--- config.mk ---
export PLATFORM = sky130hd
export DESIGN_NAME = store_buffer_flat
export DESIGN_NICKNAME = d
export VERILOG_FILES = /design/src/rtl/store_buffer_if.sv /design/src/rtl/store_buffer.sv /design/src/flat_wrapper.sv
export SDC_FILE = /design/constraint.sdc
export NUM_CORES = 1
export LEC_CHECK = 0
export CORE_AREA = 5 5 206 248
export CTS_BUF_LIST = sky130_fd_sc_hd__clkbuf_4
export DETAILED_ROUTE_END_ITERATION = 10
export DIE_AREA = 0 0 211 253
export MAX_ROUTING_LAYER = met4
export PLACE_DENSITY = 0.67
export SYNTH_ARGS = -nofsm -noshare
export SYNTH_HDL_FRONTEND = slang
export SYNTH_SLANG_ARGS = --single-unit
--- constraint.sdc ---
create_clock -name clock -period 6.2 [get_ports clock]
set_clock_uncertainty 0.15 [all_clocks]
set_input_delay 1.24 -clock clock [delete_from_list [all_inputs] [get_ports clock]]
set_output_delay 1.24 -clock clock [all_outputs]
set_load 0.05 [all_outputs]
--- src/rtl/store_buffer_if.sv ---
// Store buffer bus bundle: MEM-stage request side, data_mem_ctrl command side,
// and buffer status. The slave modport is the store buffer; the master modport
// is the pipeline plus memory controller that surround it.
//
// Handshake semantics (both sides):
//   Request side: a load or store is presented by holding req_read/req_write
//   high. It is taken on the rising edge where req_stall is low. While
//   req_stall is high, every req_* input must stay stable.
//   Command side: an op is presented by holding ctrl_read/ctrl_write high. It
//   completes on the rising edge where ctrl_stall is low. Until then,
//   ctrl_address and ctrl_write_data stay stable.
interface store_buffer_if #(
  parameter int DEPTH = 4
);
  logic                     req_read;
  logic                     req_write;
  logic [31:0]              req_address;
  logic [31:0]              req_write_data;
  logic                     flush;
  logic [31:0]              req_read_data;
  logic                     req_stall;
  logic                     ctrl_read;
  logic                     ctrl_write;
  logic [31:0]              ctrl_address;
  logic [31:0]              ctrl_write_data;
  logic [31:0]              ctrl_read_data;
  logic                     ctrl_stall;
  logic [$clog2(DEPTH):0]   sb_count;
  logic                     sb_empty;

  modport slave (
    input  req_read, req_write, req_address, req_write_data, flush,
    input  ctrl_read_data, ctrl_stall,
    output req_read_data, req_stall,
    output ctrl_read, ctrl_write, ctrl_address, ctrl_write_data,
    output sb_count, sb_empty
  );

  modport master (
    output req_read, req_write, req_address, req_write_data, flush,
    output ctrl_read_data, ctrl_stall,
    input  req_read_data, req_stall,
    input  ctrl_read, ctrl_write, ctrl_address, ctrl_write_data,
    input  sb_count, sb_empty
  );
endinterface

--- src/rtl/store_buffer.sv ---
// Word-granular store buffer. Stores are posted into a circular FIFO and drained
// to data_mem_ctrl in order. Loads are forwarded from the youngest matching
// entry, or else sent downstream as a read that shares the single port with
// drains. The FSM state is exported on dbg_state_o.
module store_buffer #(
  parameter int DEPTH = 4
) (
  input  logic            clock,
  input  logic            reset,
  store_buffer_if.slave   bus,
  output logic [1:0]      dbg_state_o
);
  localparam int AW = $clog2(DEPTH);
  localparam int CW = AW + 1;

  typedef enum logic [1:0] {
    ST_IDLE  = 2'd0,
    ST_LOAD  = 2'd1,
    ST_DRAIN = 2'd2
  } state_t;

  state_t          state_q;
  logic [29:0]     load_addr_q;

  logic [29:0]     addr_mem [DEPTH];
  logic [31:0]     data_mem [DEPTH];
  logic [AW-1:0]   head_q, head_d;
  logic [AW-1:0]   tail_q, tail_d;
  logic [CW-1:0]   count_q, count_d;

  logic            full, nonempty;
  logic            load_req, load_miss;
  logic            hit;
  logic [31:0]     hit_data;
  logic [AW-1:0]   idx;
  logic            op_read, op_write, op_done;
  logic [31:0]     op_addr, op_wdata;
  logic            stall, push, pop;
  logic            unused_addr_bits;

  assign unused_addr_bits = ^bus.req_address[1:0];

  assign full      = (count_q == CW'(DEPTH));
  assign nonempty  = (count_q != '0);
  // A simultaneous read and write is treated as a store.
  assign load_req  = bus.req_read && !bus.req_write;
  assign load_miss = load_req && !hit;

  // Associative search oldest-to-youngest so the youngest match wins.
  always_comb begin
    hit      = 1'b0;
    hit_data = '0;
    idx      = '0;
    for (int i = 0; i < DEPTH; i++) begin
      idx = head_q + AW'(i);
      if ((CW'(i) < count_q) && (addr_mem[idx] == bus.req_address[31:2])) begin
        hit      = 1'b1;
        hit_data = data_mem[idx];
      end
    end
  end

  // Downstream op selection; IDLE arbitrates and issues in the same cycle.
  always_comb begin
    op_read  = 1'b0;
    op_write = 1'b0;
    op_addr  = '0;
    op_wdata = '0;
    if (reset) begin
      case (state_q)
        ST_IDLE: begin
          if (nonempty && (full || bus.flush)) op_write = 1'b1;
          else if (load_miss)                   op_read  = 1'b1;
          else if (nonempty)                    op_write = 1'b1;
        end
        ST_LOAD:  op_read  = 1'b1;
        ST_DRAIN: op_write = 1'b1;
        default:  ;
      endcase
    end
    if (op_write) begin
      op_addr  = {addr_mem[head_q], 2'b00};
      op_wdata = data_mem[head_q];
    end else if (op_read) begin
      op_addr  = (state_q == ST_LOAD) ? {load_addr_q, 2'b00}
                                      : {bus.req_address[31:2], 2'b00};
    end
  end

  assign op_done = (op_read || op_write) && !bus.ctrl_stall;
  assign pop     = op_write && op_done;

  // Pipeline stall: flush drains first, stores wait for space, misses wait for the read.
  always_comb begin
    stall = 1'b0;
    if (reset) begin
      if (bus.flush && nonempty)  stall = 1'b1;
      else if (bus.req_write)     stall = full;
      else if (bus.req_read)      stall = hit ? 1'b0 : !(op_read && op_done);
    end
  end

  assign push = reset && bus.req_write && !stall;

  // FIFO pointer and occupancy next-state.
  always_comb begin
    head_d  = pop  ? head_q + AW'(1) : head_q;
    tail_d  = push ? tail_q + AW'(1) : tail_q;
    count_d = count_q;
    case ({push, pop})
      2'b10:   count_d = count_q + CW'(1);
      2'b01:   count_d = count_q - CW'(1);
      default: count_d = count_q;
    endcase
  end

  // Pointer and count registers.
  always_ff @(posedge clock or negedge reset) begin
    if (!reset) begin
      head_q  <= '0;
      tail_q  <= '0;
      count_q <= '0;
    end else begin
      head_q  <= head_d;
      tail_q  <= tail_d;
      count_q <= count_d;
    end
  end

  // Entry storage; contents are don't-care until counted as occupied.
  always_ff @(posedge clock) begin
    if (push) begin
      addr_mem[tail_q] <= bus.req_address[31:2];
      data_mem[tail_q] <= bus.req_write_data;
    end
  end

  // Port FSM: leave IDLE only when the issued op did not complete at once.
  always_ff @(posedge clock or negedge reset) begin
    if (!reset) begin
      state_q     <= ST_IDLE;
      load_addr_q <= '0;
    end else begin
      case (state_q)
        ST_IDLE: begin
          if (op_read && !op_done) begin
            state_q     <= ST_LOAD;
            load_addr_q <= bus.req_address[31:2];
          end else if (op_write && !op_done) begin
            state_q <= ST_DRAIN;
          end
        end
        ST_LOAD, ST_DRAIN: begin
          if (op_done) state_q <= ST_IDLE;
        end
        default: state_q <= ST_IDLE;
      endcase
    end
  end

  assign bus.ctrl_read       = op_read;
  assign bus.ctrl_write      = op_write;
  assign bus.ctrl_address    = op_addr;
  assign bus.ctrl_write_data = op_wdata;
  assign bus.req_stall       = stall;
  assign bus.req_read_data   = (reset && load_req) ? (hit ? hit_data : bus.ctrl_read_data) : '0;
  assign bus.sb_count        = count_q;
  assign bus.sb_empty        = (count_q == '0);
  assign dbg_state_o         = state_q;
endmodule

--- src/flat_wrapper.sv ---
// flat-port wrapper written by rule: the top's interface ports become plain ports
module store_buffer_flat 
#(
  parameter int DEPTH = 4
)
  (clock, reset, dbg_state_o, bus_req_read, bus_req_write, bus_req_address, bus_req_write_data, bus_flush, bus_ctrl_read_data, bus_ctrl_stall, bus_req_read_data, bus_req_stall, bus_ctrl_read, bus_ctrl_write, bus_ctrl_address, bus_ctrl_write_data, bus_sb_count, bus_sb_empty);
  store_buffer_if #(.DEPTH(DEPTH)) bus_i ();
  input  logic clock;
  input  logic reset;
  output logic [1:0] dbg_state_o;
  input wire logic [$bits(bus_i.req_read)-1:0] bus_req_read;
  input wire logic [$bits(bus_i.req_write)-1:0] bus_req_write;
  input wire logic [$bits(bus_i.req_address)-1:0] bus_req_address;
  input wire logic [$bits(bus_i.req_write_data)-1:0] bus_req_write_data;
  input wire logic [$bits(bus_i.flush)-1:0] bus_flush;
  input wire logic [$bits(bus_i.ctrl_read_data)-1:0] bus_ctrl_read_data;
  input wire logic [$bits(bus_i.ctrl_stall)-1:0] bus_ctrl_stall;
  output wire logic [$bits(bus_i.req_read_data)-1:0] bus_req_read_data;
  output wire logic [$bits(bus_i.req_stall)-1:0] bus_req_stall;
  output wire logic [$bits(bus_i.ctrl_read)-1:0] bus_ctrl_read;
  output wire logic [$bits(bus_i.ctrl_write)-1:0] bus_ctrl_write;
  output wire logic [$bits(bus_i.ctrl_address)-1:0] bus_ctrl_address;
  output wire logic [$bits(bus_i.ctrl_write_data)-1:0] bus_ctrl_write_data;
  output wire logic [$bits(bus_i.sb_count)-1:0] bus_sb_count;
  output wire logic [$bits(bus_i.sb_empty)-1:0] bus_sb_empty;
  assign bus_i.req_read = bus_req_read;
  assign bus_i.req_write = bus_req_write;
  assign bus_i.req_address = bus_req_address;
  assign bus_i.req_write_data = bus_req_write_data;
  assign bus_i.flush = bus_flush;
  assign bus_i.ctrl_read_data = bus_ctrl_read_data;
  assign bus_i.ctrl_stall = bus_ctrl_stall;
  assign bus_req_read_data = bus_i.req_read_data;
  assign bus_req_stall = bus_i.req_stall;
  assign bus_ctrl_read = bus_i.ctrl_read;
  assign bus_ctrl_write = bus_i.ctrl_write;
  assign bus_ctrl_address = bus_i.ctrl_address;
  assign bus_ctrl_write_data = bus_i.ctrl_write_data;
  assign bus_sb_count = bus_i.sb_count;
  assign bus_sb_empty = bus_i.sb_empty;
  store_buffer #(.DEPTH(DEPTH)) u_core (.clock(clock), .reset(reset), .bus(bus_i), .dbg_state_o(dbg_state_o));
endmodule
## Word-level counts from Yosys, hierarchy flattened

Memories as Yosys holds them, arrays and structs flattened.
Cells that the tools add are included.

| storage, ports and cells | value |
|---|---|
| memories kept | 2 |
| bits in writable memories | 248 |
| output and inout bits | 105 |
| word-level logic and storage cells | 94 |
| bits of input ports | 102 |
| flip-flop bits (word level) | 39 |

Memories:

| memory | words | width | read ports | clocked after memory_dff | wr ports | RTL line | source |
|---|---|---|---|---|---|---|---|
| u_core.data_mem | 4 | 32 | 4 | 0 | 1 | store_buffer.sv:26 | `logic [31:0] data_mem [DEPTH];` |
| u_core.addr_mem | 4 | 30 | 4 | 0 | 1 | store_buffer.sv:25 | `logic [29:0] addr_mem [DEPTH];` |

| cells by class | value |
|---|---|
| equality and inequality tests | 11 |
| multiplexer cells | 35 |
| $add $sub $neg | 6 |
| order comparisons | 4 |
| reductions and logical operators | 31 |

Operators with widths:

| operator | number |
|---|---|
| 32-bit two-way mux | 10 |
| 30-bit == test | 4 |
| 1-bit two-way mux | 18 |
| 1-bit logical AND | 16 |
| 1-bit zero test | 6 |
| 1-bit by 3-bit < comparator with 1-bit output (first input constant) | 2 |
| 2-bit by 3-bit < comparator with 1-bit output (first input constant) | 2 |
| 2-bit two-way mux | 3 |
| 3-bit one-hot mux with 2 select lines | 1 |
| 2-bit by 1-bit adder with 2-bit output (second input constant) | 2 |
| 2-bit adder (second input constant) | 2 |
| 2-bit by 1-bit == test with 1-bit output (second input constant) | 2 |
| 2-bit == test (second input constant) | 2 |
| 1-bit one-hot mux with 2 select lines | 2 |
| 2-bit one-hot mux with 2 select lines | 1 |
| 2-bit AND reduction | 2 |
| 3-bit by 1-bit adder with 3-bit output (second input constant) | 1 |
| 3-bit == test (second input constant) | 1 |
| 3-bit zero test | 1 |
| 3-bit by 1-bit inequality test with 1-bit output (second input constant) | 1 |
| 3-bit nonzero test | 1 |
| 3-bit by 1-bit subtractor with 3-bit output (second input constant) | 1 |
| 2-bit zero test | 1 |
| 1-bit logical OR | 2 |
| 3 further kinds | 3 |

## Depth between registers and ports, before layout

Gate-level depths: netlist of the first run.
An unclocked memory read counts as a cell.

| logic depth | value |
|---|---|
| depth in word-level cells | 26 |
| gate-level depth with buffers | 19 |
| mapped depth without buffers | 12 |

## Least setup slack after synthesis of the first run

OpenSTA, ideal clock, no wires.

| path | value |
|---|---|
| path kind | input to output |
| start point | input port bus_req_address[20] |
| end point | output port bus_req_read_data[1] |
| stages | 11 |
| slack | -0.187 ns |
| required time | 4.810 ns |
| data arrival time | 4.997 ns |
| buffers on the path | 3 |
| path through | clkbuf_1 -> xnor2_1 -> nand4_1 -> or4_1 -> or4b_1 -> or4b_1 -> clkbuf_1 -> clkbuf_1 -> o211ai_1 -> a22oi_1 -> a211oi_1 |

| on the way | value |
|---|---|
| word-level cells in the longest chain between the ends | 8 |
| elaborated cells on any way between the ends | 18 |
| classes of those cells | eq/ne (4); mux (10); reduce/logical (4) |

RTL lines:

| item | RTL line | source |
|---|---|---|
| start: declaration | flat_wrapper.sv:13 | `input wire logic [$bits(bus_i.req_address)-1:0] bus_req_address;` |
| 30-bit == test | store_buffer.sv:56 | `if ((CW'(i) < count_q) && (addr_mem[idx] == bus.req_address[31:2])) begin` |
| 1-bit logical AND | store_buffer.sv:56 |  |
| 32-bit two-way mux or 1-bit two-way mux (tied branches) (4 in a row) | store_buffer.sv:56 |  |
| 32-bit two-way mux (*) (2 in a row) | store_buffer.sv:166 | `assign bus.req_read_data = (reset && load_req) ? (hit ? hit_data : bus.ctrl_read_data) : '0;` |
| end: declaration | flat_wrapper.sv:18 | `output wire logic [$bits(bus_i.req_read_data)-1:0] bus_req_read_data;` |

Every way passes the cells marked *; elsewhere a longest branch is shown, timed or not.

## Worst setup path in the final report of the first run

| path | value |
|---|---|
| start point | register u_core.head_q[0] |
| end point | output port bus_req_read_data[13] |

| on the way | value |
|---|---|
| word-level cells in the longest chain between the ends | 9 |
| elaborated cells on any way between the ends | 23 |
| classes of those cells | add/sub (3); eq/ne (4); mux (10); reduce/logical (4); memory (2) |

RTL lines:

| item | RTL line | source |
|---|---|---|
| start: declaration | store_buffer.sv:27 | `logic [AW-1:0] head_q, head_d;` |
| start signal: assignment | store_buffer.sv:120 | `head_q <= '0;` |
| start signal: assignment | store_buffer.sv:124 | `head_q <= head_d;` |
| 2-bit by 1-bit adder with 2-bit output or memory 4 x 30 bit (tied branches) | n/a |  |
| memory 4 x 30 bit or 30-bit == test (tied branches) | n/a |  |
| 30-bit == test or 1-bit logical AND (tied branches) | store_buffer.sv:56 |  |
| 1-bit logical AND (tied with other cells) | store_buffer.sv:56 |  |
| 32-bit two-way mux or 1-bit two-way mux (tied branches) (3 in a row) | store_buffer.sv:56 |  |
| 32-bit two-way mux (*) (2 in a row) | store_buffer.sv:166 |  |

Marks and branches as above.

==> impl_results.md, run 1 <==
- Vias in the first global route: 16578
- Yosys top cell by area: edfxtp_1
- Worst min path class: in -> async
- Slew Limit Fails: 0
- Sinks on Clock Net: 287
- Final core utilization: 0.532
- Worst path most repeated cell: or4b_4
- Nets: 2189
- Wire length on met1: 25800 um
- # port buffers: 202
- Post-synth EDFFs: 248
- Largest family of logic cells by synthesized area: multiplexers
- Synth top area share: 0.388
- Status: finished, violations left
- CTS tree: built
- ANT nets after route: 0
- Cts bufs inserted: 82
- Initial core utilization: 0.395
- Seq/Total Area, Yosys: 0.439
- Post-Syn Instances: 1741
- CP cell instances: mux4_2, xnor2_2, buf_4, nand4_1, or4_1, or4b_4, or4b_4, buf_12, o211ai_1, a22oi_2, a211oi_2, buf_6
- Vias/cell: 5.89
- RSZ-0062 raised after global routing: yes
- Slew @ Worst Pin: 1160 ps
- Largest net degree at the start of global routing: 290
- Adder-Cell Fraction of Synth Area: 0.00783
- Setup crit start kind: flip-flop
- Die H: 253 um
- Num rows: 89
- Worst setup margin: -145 ps
- Max Cap Violations: 0
- Crit path max-delay cell type: or4b_4
- Die area: 53400 um^2
- FF-to-FF End: u_core.dbg_state_o[1]
- Synth warn: 0
- Core area: 48600 um^2
- Drt wl/cell: 24.4 um
- Final Hold Viols: 0
- Crit path arrival time: 4960 ps
- Area added between synthesis and finish: 34.5%
- Fill cell count: 4207
- Crit end category: primary output
- Clock transition at the registers of the reported paths: 60 ps
- CP startpoint: u_core.head_q[0]
- Multi-input combinational cell area: 10600 um^2
- R2R Path Start: u_core.head_q[0]
- Failing checks: setup timing
- DRC: 0
- Via count: 16358
- Final worst-path cycle share: 1.02
- Synth Area in Compound Gates: 0.134
- Cts hold-fix bufs: 0
- Placed wire-length estimate: 45400 um
- Total Wirelength: 67800 um
- Final instance count without filler cells: 2778
- Period minus WS final: 6350 ps
- Synth Cell Area: 19200 um^2
- Slew HR: 0.230
- Reg-to-reg slack, setup: 1790 ps
- Met2 Wirelength: 33900 um
- Latest clock arrival within the worst-skew pair: 850 ps
- Top FF cell, synth: edfxtp_1
- Register area: 8430 um^2
- Synth async-reset ratio: 0.136
- Fraction of layout cells with a size suffix above 1: 0.358
- Leakage dissipation: 9.63 nW
- Worst-path fanout max: 16
- Met3 routed WL: 4570 um
- Synth Area in XOR/XNOR: 0.0470
- First drt pass iteration count: 7
- Synth area leaders: edfxtp_1 (39%), mux2i_1 (10%), mux2_2 (8.5%)
- Worst Reg-to-Reg Cells: 13
- Crit path kind: reg -> out
- # IOs: 207
- F_max: 158 MHz
- Grt total ovfl: 0
- Initial antenna violation count: 1
- Clock Path Buffers: 3
- Top delay family on crit path: simple AND/OR/NAND/NOR gates
- Starting DRT DRC Count: 1301
- RePlAce Congestion: 1.00
- Simple-gate share of the synthesized area: 0.0936
- Root buffer cell: clkbuf_4
- Max rail drop VDD: 0.427 mV
- Mux contribution to synthesized area: 0.235
- Placed insts: 2578
- Crit-path max cell delay: 610 ps
- H-tree depth: 3
- Power per cell area: 454 nW/um^2
- Setup violators final: 33
- Number of synthesized register bits: 287
- Die width: 211 um
- Worst Path Buf+Inv: 3
- Max layer used: met4
- Tot GR Track Use: 0.247
- Synth cell types: 68
- Worst EP required: 4810 ps
- Syn Area/Cell: 11.0 um^2
- First-pass GRT wire length: 98500 um
## flip-flops by register name (all words and copies together), names as in the netlist
name / cells
u_core.dbg_state_o: 2
u_core.tail_q: 2
u_core.load_addr_q: 30
u_core.addr_mem: 120
u_core.data_mem: 128
u_core.head_q: 2
u_core.bus.sb_count: 3
## kinds of logic (layout without fill, tap and decap cells)
group                    after synthesis  after routing
buffers and inverters                183            581
AND/OR/NAND/NOR                      392            392
adder cells (fa/ha/maj)               12             12
AO/OA/AOI/OAI                        381            381
XOR/XNOR                             103            103
flip-flops                           287            287
multiplexers                         382            382
other                                  1              3
## worst max path at each step
stage	depth (start not counted)	end	slack [ps]
after detailed placement	12	bus_req_read_data[14]	-210
after global placement	12	bus_req_read_data[10]	-190
after CTS	15	bus_req_read_data[29]	-180
final	12	bus_req_read_data[13]	-150
after global routing	13	bus_req_read_data[22]	-260
after floorplan	10	bus_req_read_data[0]	30
## where the power goes
part / leakage (nW) / total, mW / switching (mW) / internal [mW]
Sequential: 2.72 / 2.55 / 0.179 / 2.37
Combinational: 6.28 / 7.35 / 4.03 / 3.32
Clock: 0.634 / 1.80 / 0.863 / 0.942
Total: 9.63 / 11.7 / 5.08 / 6.63
## synth_stat cells (11+ instances only)
cell / number
a211oi_1: 67
a21oi_1: 40
a22oi_1: 36
and3_1: 11
buf_1: 21
buf_2: 26
clkbuf_1: 94
dfrtp_1: 39
edfxtp_1: 248
ha_1: 12
inv_1: 22
mux2_2: 145
mux2i_1: 196
mux4_2: 41
nand2_1: 143
nand3_1: 35
nand4_1: 28
nor2_1: 115
o2111ai_1: 36
o211ai_1: 39
o21ai_0: 112
xnor2_1: 85
xor2_1: 18
## area by class of cell
class,count,area share
Sequential cell,287,0.327
Clock inverter,20,0.00330
Tap cell,637,0.0309
Timing Repair Buffer,408,0.186
Clock buffer,129,0.0375
Inverter,24,0.00383
Multi-Input combinational cell,1272,0.412
Antenna cell,1,0.0000970
## layout by cell type, fill, tap and decap left out, types with 20 or more instances in the layout
master	synthesis	layout
a211oi_2	0	32
a211oi_1	67	35
buf_4	8	157
nor2_1	115	110
clkbuf_4	0	129
a22oi_2	0	20
mux2_2	145	144
mux2i_1	196	181
o21ai_0	112	92
nand2_1	143	141
edfxtp_1	248	248
o211ai_1	39	39
buf_12	0	88
xnor2_1	85	64
xnor2_2	0	21
nand3_1	35	34
o2111ai_1	36	35
clkdlybuf4s50_1	0	104
nand4_1	28	28
buf_6	10	44
inv_1	22	22
mux4_2	41	41
a21oi_1	40	40
dfrtp_1	39	37
## per-layer routing
metal	vias up	global-route usage
met2	749	0.408
met4	0	0.128
met3	205	0.0523
li1	7389	-
met1	8015	0.284
met5	-	-
## per-stage QoR
step / worst slack (ps) / setup TNS, ps / total power, mW / hold WS [ps] / cell area, um^2
2_1_floorplan: 27.9 / 0 / 6.72 / 325 / 19300
3_3_place_gp: -192 / -4930 / 9.08 / 334 / 23400
3_5_place_dp: -206 / -4210 / 9.18 / 342 / 23400
4_1_cts: -180 / -5760 / 11.2 / 82.3 / 25000
5_1_grt: -255 / -8120 / 12.3 / 112 / 25800
6_report: -145 / -3160 / 11.7 / 157 / 25800
## timing repair
| action | CTS | global route |
|---|---|---|
| setup endpoints to repair | 96 | 94 |
| resized for setup | 114 | 89 |
| gates cloned | 2 | 9 |
| setup buffers | 13 | 27 |
| pin swaps | 14 | 33 |
Power figures use the tool's default switching activity.
==> inputs of run 2 (changes only) <==
- CORE_AREA: 5 5 206 248 -> 5 5 185 223
- DIE_AREA: 0 0 211 253 -> 0 0 190 228
- PLACE_DENSITY: 0.67 -> 0.78
- SKIP_LAST_GASP: not set -> 1
==> run 2 against run 1 <==
Net effect:
- the flow still finishes with violations (setup timing)
- count of clock-buffer cells in the layout fell by 14
- first-iteration DRC count rose by 6.1%
- core utilization increased by 12 points
- routed wire length decreased by 4.1%
- critical endpoint is now bus_req_read_data[22]
- largest cell class unchanged
==> impl_results.md, run 2 (same netlist as run 1, synthesis figures left out) <==
- Status: finished, violations left
- Failing checks: setup timing
- Worst min path class: in -> async
- Num rows: 79
- R2R Path Start: u_core.head_q[1]
- Overall power: 11.4 mW
- Crit end category: primary output
- F_max: 158 MHz
- Slew @ Worst Pin: 1170 ps
- Latest clock arrival within the worst-skew pair: 790 ps
- Stages on the worst setup path: 12
- Tot GR Track Use: 0.294
- Leakage dissipation: 9.47 nW
- Setup violators final: 33
- Worst Path Buf+Inv: 3
- Final instance count without filler cells: 2650
- Area added between synthesis and finish: 32.0%
- H-tree depth: 3
- Worst path most repeated cell: or4b_4
- Reg-to-reg slack, setup: 1560 ps
- RSZ-0062 raised after global routing: yes
- Design Area, Final: 25300 um^2
- Vias in the first global route: 16648
- Crit-path max cell delay: 580 ps
- RePlAce Congestion: 1.01
- Slew Limit Fails: 0
- Starting DRT DRC Count: 1380
- Worst setup margin: -129 ps
- Total Wirelength: 65000 um
- Clock transition at the registers of the reported paths: 70 ps
- Root buffer cell: clkbuf_4
- Placed wire-length estimate: 43500 um
- Max layer used: met4
- Slew HR: 0.219
- Fraction of layout cells with a size suffix above 1: 0.346
- Max rail drop VDD: 0.293 mV
- Placed insts: 2449
- DRC: 0
- Final worst-path cycle share: 1.02
- Die width: 190 um
- # IOs: 207
- CP cell instances: buf_12, mux4_2, xnor2_2, nand4_1, or4_1, or4b_4, or4b_4, o2111a_2, clkbuf_16, a22oi_2, a211oi_4, buf_6
- Setup crit start kind: flip-flop
- CTS tree: built
- Top delay family on crit path: simple AND/OR/NAND/NOR gates
- Die H: 228 um
- Worst Reg-to-Reg Cells: 17
- Die area: 43300 um^2
- Biggest regs: u_core.data_mem x128, u_core.addr_mem x120, u_core.load_addr_q x30
- Worst EP required: 4810 ps
- # port buffers: 202
- Via count: 16545
- Final Hold Viols: 0
- Core area: 38600 um^2
- Worst-path fanout max: 8
- First drt pass iteration count: 5
- Commonest non-fill, non-tap cell in the layout: edfxtp_1
- Clock Path Buffers: 3
- Met3 routed WL: 5030 um
- Crit path kind: reg -> out
- ANT nets after route: 0
- Most frequent cells in the layout: edfxtp_1 (248), mux2i_1 (188), buf_4 (155)
- Nets: 2175
- Max reg flops: 128
- Cts bufs inserted: 79
- Power per cell area: 449 nW/um^2
- Max Cap Violations: 0
- Crit path max-delay cell type: or4b_4
- Period minus WS final: 6330 ps
- Biggest register: u_core.data_mem
- Grt total ovfl: 0
- Met2 Wirelength: 32300 um
- Initial antenna violation count: 7
- Cell Area, Placed: 23000 um^2
- Vias/cell: 6.24
- Final core utilization: 0.655
- Crit path arrival time: 4940 ps
- Pre-CTS WS: -318 ps
- Sinks on Clock Net: 287
- First-pass GRT wire length: 96500 um
- Drt wl/cell: 24.5 um
- Wire length on met1: 23800 um
- Initial core utilization: 0.496
- Largest net degree at the start of global routing: 123
- FF-to-FF End: u_core.load_addr_q[3]
run 2: cell types whose count changed in the layout (fill, tap and decap cells not counted), moves of 4 or more:
cell	before	now
a22oi_1	16	12
a22oi_2	20	24
buf_12	88	72
buf_6	44	50
clkbuf_4	129	115
diode_2	1	6
mux2i_1	181	188
mux2i_2	13	4
nor2_1	110	98
nor2_2	5	15
nor4_1	4	9
nor4_2	5	0
xnor2_1	64	71
xnor2_2	21	12
run 2: worst reg2reg max path, delay by kind of cell (launching register included):
kind | cells | cell delay (ps)
multiplexers | 2 | 940
flip-flops | 1 | 480
AND/OR/NAND/NOR | 4 | 910
AO/OA/AOI/OAI | 2 | 430
XOR/XNOR | 1 | 220
buffers and inverters | 8 | 1340
run 2: through the flow:
stage	setup TNS (ps)	hold WS, ps
after floorplan	0	325
after global placement	-1210	333
after detailed placement	-6240	340
after CTS	-6450	110
after global routing	-6290	158
final	-2670	177
run 2: layer usage:
layer	up-vias	track usage
met1	7992	0.338
met4	0	0.164
met2	939	0.484
li1	7376	-
met5	-	-
met3	238	0.0564
run 2: worst max-delay path by stage:
stage | start | end | slack [ps]
2_1_floorplan | bus_req_address[20] | bus_req_read_data[0] | 30
3_3_place_gp | bus_req_address[27] | bus_ctrl_address[28] | -200
3_5_place_dp | bus_req_address[27] | bus_ctrl_address[28] | -320
4_1_cts | u_core.head_q[1] | bus_req_read_data[22] | -120
5_1_grt | u_core.head_q[1] | bus_req_read_data[2] | -230
6_report | u_core.head_q[0] | bus_req_read_data[22] | -130
run 2: repair_timing:
action,in CTS,in global routing
gates cloned,5,6
pin swaps,16,37
endpoints found under the setup margin,96,96
hold buffers,0,0
resized for setup,133,63
setup buffers,21,26
run 2: layout make-up:
class / instances / area (um^2)
fill: 2875 / 13300
sequential: 287 / 8430
inverter: 24 / 95.1
clock inverter: 23 / 98.8
timing repair buffer: 397 / 4570
clock buffer: 115 / 863
multi-input combinational: 1272 / 10600
tap: 526 / 658
antenna: 6 / 15.0
run 2: power by group:
| group | internal (mW) | switching, mW |
|---|---|---|
| Sequential | 2.37 | 0.168 |
| Clock | 0.848 | 0.823 |
| Combinational | 3.19 | 3.97 |
| Total | 6.41 | 4.96 |
